$ cat src/rtl/spi_bus_arbiter.sv
// Two-port arbiter sharing one SPI byte engine: round-robin frame grant,
// chip-select setup/hold timing and one byte in flight at a time.
module spi_bus_arbiter #(
  parameter int CS_SETUP = 2,
  parameter int CS_HOLD  = 2
) (
  input  logic       CLK,
  input  logic       RSTn,
  input  logic       REQ0,
  input  logic       REQ1,
  input  logic       WR0,
  input  logic       WR1,
  input  logic [7:0] TXD0,
  input  logic [7:0] TXD1,
  output logic       GNT0,
  output logic       GNT1,
  output logic [7:0] RXD0,
  output logic [7:0] RXD1,
  output logic       RX_VLD0,
  output logic       RX_VLD1,
  output logic       SPI_EN,
  output logic [7:0] SPI_SBUF,
  input  logic [7:0] SPI_RBUF,
  input  logic       SPI_DAT_RDY,
  input  logic       SPI_RDY,
  output logic       CSN0,
  output logic       CSN1,
  output logic       BUSY
);

  typedef enum logic [2:0] {IDLE, SETUP, WAIT, XFER, RELEASE} state_t;

  localparam logic [3:0] SETUP_LAST = 4'(CS_SETUP - 1);
  localparam logic [3:0] HOLD_LAST  = 4'(CS_HOLD - 1);

  state_t          state_reg, state_next;
  logic            owner_reg, owner_next;
  logic            last_reg, last_next;
  logic [3:0]      cnt_reg, cnt_next;
  logic [1:0]      gnt_reg, gnt_next;
  logic            pend_reg, pend_next;
  logic [7:0]      pend_byte_reg, pend_byte_next;
  logic            drop_reg, drop_next;
  logic [7:0]      sbuf_reg, sbuf_next;
  logic            spi_en_reg, spi_en_next;
  logic [1:0][7:0] rxd_reg, rxd_next;
  logic [1:0]      rx_vld_reg, rx_vld_next;

  logic [1:0]      req, wr;
  logic [1:0][7:0] txd;
  logic            own_req, own_wr, grant;
  logic [7:0]      own_txd;

  assign req     = {REQ1, REQ0};
  assign wr      = {WR1, WR0};
  assign txd     = {TXD1, TXD0};
  assign own_req = req[owner_reg];
  assign own_wr  = wr[owner_reg];
  assign own_txd = txd[owner_reg];
  // On a tie the port that was not served last wins.
  assign grant   = (req == 2'b11) ? ~last_reg : req[1];

  always_ff @(posedge CLK or negedge RSTn) begin
    if (!RSTn) begin
      state_reg     <= IDLE;
      owner_reg     <= 1'b0;
      last_reg      <= 1'b1;
      cnt_reg       <= 4'd0;
      gnt_reg       <= 2'b00;
      pend_reg      <= 1'b0;
      pend_byte_reg <= 8'h00;
      drop_reg      <= 1'b0;
      sbuf_reg      <= 8'h00;
      spi_en_reg    <= 1'b0;
      rxd_reg       <= '0;
      rx_vld_reg    <= 2'b00;
    end else begin
      state_reg     <= state_next;
      owner_reg     <= owner_next;
      last_reg      <= last_next;
      cnt_reg       <= cnt_next;
      gnt_reg       <= gnt_next;
      pend_reg      <= pend_next;
      pend_byte_reg <= pend_byte_next;
      drop_reg      <= drop_next;
      sbuf_reg      <= sbuf_next;
      spi_en_reg    <= spi_en_next;
      rxd_reg       <= rxd_next;
      rx_vld_reg    <= rx_vld_next;
    end
  end

  always_comb begin
    state_next     = state_reg;
    owner_next     = owner_reg;
    last_next      = last_reg;
    cnt_next       = cnt_reg;
    gnt_next       = gnt_reg;
    pend_next      = pend_reg;
    pend_byte_next = pend_byte_reg;
    drop_next      = drop_reg;
    sbuf_next      = sbuf_reg;
    spi_en_next    = 1'b0;
    rxd_next       = rxd_reg;
    rx_vld_next    = 2'b00;
    case (state_reg)
      IDLE: begin
        if (|req) begin
          owner_next = grant;
          last_next  = grant;
          gnt_next   = grant ? 2'b10 : 2'b01;
          cnt_next   = SETUP_LAST;
          pend_next  = 1'b0;
          drop_next  = 1'b0;
          state_next = SETUP;
        end
      end
      SETUP: begin
        if (cnt_reg == 4'd0) state_next = WAIT;
        else cnt_next = cnt_reg - 4'd1;
      end
      WAIT: begin
        if (pend_reg || own_wr) begin
          if (SPI_RDY) begin
            sbuf_next   = pend_reg ? pend_byte_reg : own_txd;
            spi_en_next = 1'b1;
            pend_next   = 1'b0;
            drop_next   = 1'b0;
            state_next  = XFER;
          end else if (!pend_reg) begin
            // Engine busy: keep the first byte until it can be issued.
            pend_next      = 1'b1;
            pend_byte_next = own_txd;
          end
        end else if (!own_req) begin
          gnt_next   = 2'b00;
          cnt_next   = HOLD_LAST;
          state_next = RELEASE;
        end
      end
      XFER: begin
        if (!own_req) drop_next = 1'b1;
        if (SPI_DAT_RDY) begin
          rxd_next[owner_reg]    = SPI_RBUF;
          rx_vld_next[owner_reg] = 1'b1;
          if (drop_reg || !own_req) begin
            gnt_next   = 2'b00;
            cnt_next   = HOLD_LAST;
            drop_next  = 1'b0;
            state_next = RELEASE;
          end else begin
            state_next = WAIT;
          end
        end
      end
      RELEASE: begin
        if (cnt_reg == 4'd0) state_next = IDLE;
        else cnt_next = cnt_reg - 4'd1;
      end
      default: state_next = IDLE;
    endcase
  end

  assign GNT0     = gnt_reg[0];
  assign GNT1     = gnt_reg[1];
  assign CSN0     = ~gnt_reg[0];
  assign CSN1     = ~gnt_reg[1];
  assign RXD0     = rxd_reg[0];
  assign RXD1     = rxd_reg[1];
  assign RX_VLD0  = rx_vld_reg[0];
  assign RX_VLD1  = rx_vld_reg[1];
  assign SPI_EN   = spi_en_reg;
  assign SPI_SBUF = sbuf_reg;
  assign BUSY     = (state_reg != IDLE);

endmodule
$ cat config.mk
export PLATFORM = sky130hd
export DESIGN_NAME = spi_bus_arbiter
export DESIGN_NICKNAME = d
export VERILOG_FILES = /design/src/rtl/spi_bus_arbiter.sv
export SDC_FILE = /design/constraint.sdc
export NUM_CORES = 1
export LEC_CHECK = 0
export CORE_UTILIZATION = 25
export DETAILED_ROUTE_END_ITERATION = 16
export SYNTH_ARGS = -nofsm -noshare
export SYNTH_HDL_FRONTEND = slang
export SYNTH_SLANG_ARGS = --single-unit
$ cat constraint.sdc
create_clock -name CLK -period 2.2 [get_ports CLK]
set_input_delay 0.22 -clock CLK [delete_from_list [all_inputs] [get_ports CLK]]
set_output_delay 0.22 -clock CLK [all_outputs]
set_load 0.03 [all_outputs]
======== Word-level counts from Yosys, hierarchy flattened ========
Index checks and enable logic that the tools add are counted.
storage, ports and cells
  output and inout bits ................... 32
  input port bits ......................... 32
  register bits after elaboration ......... 48
  logic and storage cells ................. 109
operators by class
  reduce and logical (&&, ||, !) cells .... 21
  bitwise logic cells ..................... 4
  eq/ne operators ......................... 17
  muxes and demuxes ....................... 51
  $add $sub $neg .......................... 1
  order comparisons ....................... 2
operators with widths
  kind                                                                    count
  8-bit two-way mux                                                       4
  3-bit two-way mux                                                       8
  4-bit two-way mux                                                       6
  2-bit != test (second input constant)                                   10
  1-bit two-way mux                                                       17
  16-bit bitwise mux                                                      1
  2-bit two-way mux                                                       8
  4-bit one-hot mux with 4 select lines                                   1
  3-bit one-hot mux with 5 select lines                                   1
  6-bit AND reduction                                                     2
  3-bit AND reduction                                                     3
  8-bit demux with 1-bit select                                           1
  7-bit AND reduction                                                     1
  3-bit by 2-bit equality test with 1-bit output (second input constant)  2
  3-bit != test (second input constant)                                   2
  2-bit one-hot mux with 3 select lines                                   1
  3-bit nonzero test                                                      2
  4-bit logical NOT                                                       1
  1-bit inverter                                                          4
  2-bit AND reduction                                                     2
  4-bit AND reduction                                                     1
  4-bit nonzero test                                                      1
  2-bit OR reduction                                                      2
  4-bit by 1-bit subtractor with 4-bit output (second input constant)     1
  other kinds (13)                                                        14

======== Longest topological paths before layout ========
Gate-level depths: netlist of the first run.
  word-level depth ........................ 7
  mapped depth ............................ 8
  depth with buffers taken out ............ 7

======== Least setup slack after synthesis of the first run ========
No wires, ideal clock.
  path type ............................... register -> register
  from .................................... register, netlist name cnt_reg[0]
  to ...................................... register pend_reg
  arrival time ............................ 1738 ps
  data required time ...................... 2069 ps
  cell stages (with the launch flop) ...... 8
  setup time .............................. 131 ps
  buffers on the path ..................... 1
  period minus slack after synthesis ...... 1869 ps
  path slack .............................. 331 ps
  cell sequence ........................... dfrtp_1 -> inv_1 -> ha_1 -> or3b_1 -> clkbuf_1 -> a221o_1 -> nor3_1 -> o21ai_0
RTL lines
  element                 line  source
  end signal: assignment  83    pend_reg <= pend_next;
  end: declaration        41    logic pend_reg, pend_next;

==> results of run 1 <==
==> per-stage QoR <==
step / util, % / total power [mW] / cells
after floorplan: - / 3.04 / 236
after global placement: 35.0 / 3.89 / 409
after detailed placement: 35.0 / 3.94 / 409
after CTS: 36.6 / 4.64 / 418
after global routing: 36.6 / 4.91 / 418
final: 36.6 / 4.57 / 418
==> critical path, stage by stage (launching register included) <==
cell,delay (ns)
dfrtp_1,0.39
inv_1,0.10
ha_1,0.15
or3b_1,0.46
a221o_1,0.47
nor3_1,0.21
o21ai_0,0.12
==> routing by layer <==
layer,part of all wire (%),GRT usage [%],vias to the layer above
met4,1.4,4.02,0
met1,46,14.6,871
met5,0,0,-
met2,48,20.3,62
li1,-,-,953
met3,5.4,3.18,10
==> synthesized netlist by cell type, types with 2 or more instances <==
library cell   n  area (um^2)
nand2_1       49          184
dfrtp_1       47         1180
o21ai_0       28          140
a21oi_1       17         85.1
nor2_1        12         45.0
inv_1         11         41.3
mux2_2         9          101
mux2i_1        9         90.1
nor3_1         6         30.0
clkbuf_1       5         18.8
buf_2          3         15.0
nand3_1        3         15.0
or3_1          3         18.8
ha_1           2         25.0
nand2b_1       2         12.5
nor4_1         2         12.5
o31ai_1        2         15.0
or3b_1         2         17.5
or4_1          2         15.0
==> power groups by stage <==
stage / clock, mW / combinational (mW) / sequential [mW]
after floorplan: 0 / 1.18 / 1.86
after global placement: 0 / 2.38 / 1.51
after detailed placement: 0 / 2.42 / 1.52
after CTS: 0.723 / 2.42 / 1.50
after global routing: 0.755 / 2.61 / 1.55
final: 0.684 / 2.39 / 1.50
==> final timing paths <==
kind / start / end / depth (start not counted) / slack [ns]
worst min-delay path: RSTn / rx_vld_reg[0] / 2 / 0.32
min in group CLK: RXD1[2] / RXD1[2] / 2 / 0.48
max in group asynchronous: RSTn / last_reg / 3 / 1.29
worst min register to register: RXD1[2] / RXD1[2] / 2 / 0.48
worst max register to register: cnt_reg[0] / pend_reg / 6 / 0.15
worst max-delay path: cnt_reg[0] / pend_reg / 6 / 0.15
==> cells by family after synthesis <==
kind of cell / Yosys count / share of synthesized area, %
DFF: 48 / 53.3
xor gates and xnor gates: 1 / 0.389
muxes: 19 / 9.16
and+or+nand+nor: 88 / 17.7
adders and majority gates: 2 / 1.11
buffers and inverters: 22 / 4.33
AOI/OAI and AO/OA: 56 / 14.0
==> area by class of cell <==
| type | count | area share [%] |
|---|---|---|
| clock buffer | 7 | 3.02 |
| clock inverter | 1 | 0.942 |
| inverter | 12 | 1.41 |
| multi-input combinational | 166 | 29.9 |
| sequential | 48 | 37.7 |
| tap | 108 | 4.24 |
| timing repair buffer | 76 | 22.7 |
==> repair_timing <==
item	in CTS	in global routing
gates resized for setup	1	0
endpoints found under the hold margin	10	0
hold buffers	1	0
endpoints found under the setup margin	1	0
==> flow_summary.ini, run 1 <==
[status]
status = finished clean

[sta]
rsz0062_at_grt = no
finClkSkew_ns = 0.00540
hold_ws_ns = 0.319
max_freq_mhz = 487
worstMarginPinSlew_ns = 0.578
drv_slew = 0
fin_crit_sh_pct = 93.3
setup_viol = 0
relSlewSlack_pct = 61.4
fin_crit_ns = 2.05
setup_tns_ns = 0
worst_slack_ns = 0.148
finalHoldViolCount = 0

[die]
dieArea_um2 = 9400
initial_core_util_pct = 25.9
die_x_um = 97.0
row_count = 34
die_h_um = 97.0
core_area_um2 = 8720
ios = 64

[yosys]
ys_seq_area_share_pct = 53.3
synthArstFlopShare_pct = 100
yosys_register_bits = 48
ys_warn_count = 0
synthFlopType = dfrtp_1
syn_inst = 236
avgSynthCellArea_um2 = 9.55
syn_area_um2 = 2250
synth_fp_nets = 270
synth-edff-count = 0
ys_types = 41

[cts]
cts_tree = done
cts_root_buffer = clkbuf_8
htreeDepth = 2
clkTransAtPathRegs_ns = 0.09
clockBufferDepth = 2
cts_sinks = 48
cts_buffers = 5
clock_latency_ns = 0.29
postCtsSetupBuffers = 0

[pwr]
switching_power_mw = 1.90
power.leakage_nw = 1.43
switching_share_pct = 41.6
cellPowerDensity_nw_per_um2 = 1430
pwr-share-comb_pct = 52.3
p_int_mw = 2.67
pwr-share-seq_pct = 32.8
power_frac_clock_pct = 15.0
ir_worst_vdd_mv = 0.465

[placement]
port_buffers = 63
dp.final_hpwl_um = 4000
gp_congestion = 0.792
placed_area_um2 = 3050
post-place-ws_ns = 0.120

[critical_path]
startpoint_type = flop
path_class = flop to flop
end_kind = flop
cp.arrival_ns = 2.20
path_max_fanout = 7
worstPathRequired_ns = 2.35

[global_routing]
grt_pass1_vias = 1893
antenna_found_initial = 0
grt_use_total_pct = 11.9
overflow = 0
grt_pass1_wl_um = 9070
grt_max_degree = 20

[final_layout]
areaGrowthSynthToFinish_pct = 41.4
layout_common_cells = 61 x clkdlybuf4s50_1, 49 x nand2_1, 47 x dfrtp_1
nFillCells = 892
final_area_um2 = 3190
multi_input_area_um2 = 955
nets = 343
diodes = 0
final_common_cell = clkdlybuf4s50_1
ff_latch_area_um2 = 1200
drive_gt1_share_pct = 11.3

[detailed_routing]
vias_per_cell = 4.54
drc = 0
antenna_left = 0
drt-wirelength-per-cell_um = 12.9
drt_wl_total_um = 5380
vias = 1896
drt-initial-drc-count = 31
drt_pass1_iterations = 4

[hold_path]
hold_path.class = primary input to async pin

[job]
drv_cap = 0
(Power assumes the default switching activity.)
==> run 2, diff against run 1 <==
--- a/config.mk
+++ b/config.mk
@@ -7,6 +7,7 @@
 export LEC_CHECK = 0
 export CORE_UTILIZATION = 25
 export DETAILED_ROUTE_END_ITERATION = 16
+export SKIP_LAST_GASP = 1
 export SYNTH_ARGS = -nofsm -noshare
 export SYNTH_HDL_FRONTEND = slang
 export SYNTH_SLANG_ARGS = --single-unit
==> results of run 2 <==
Final layout, timing and power as in run 1 (identical DEF).
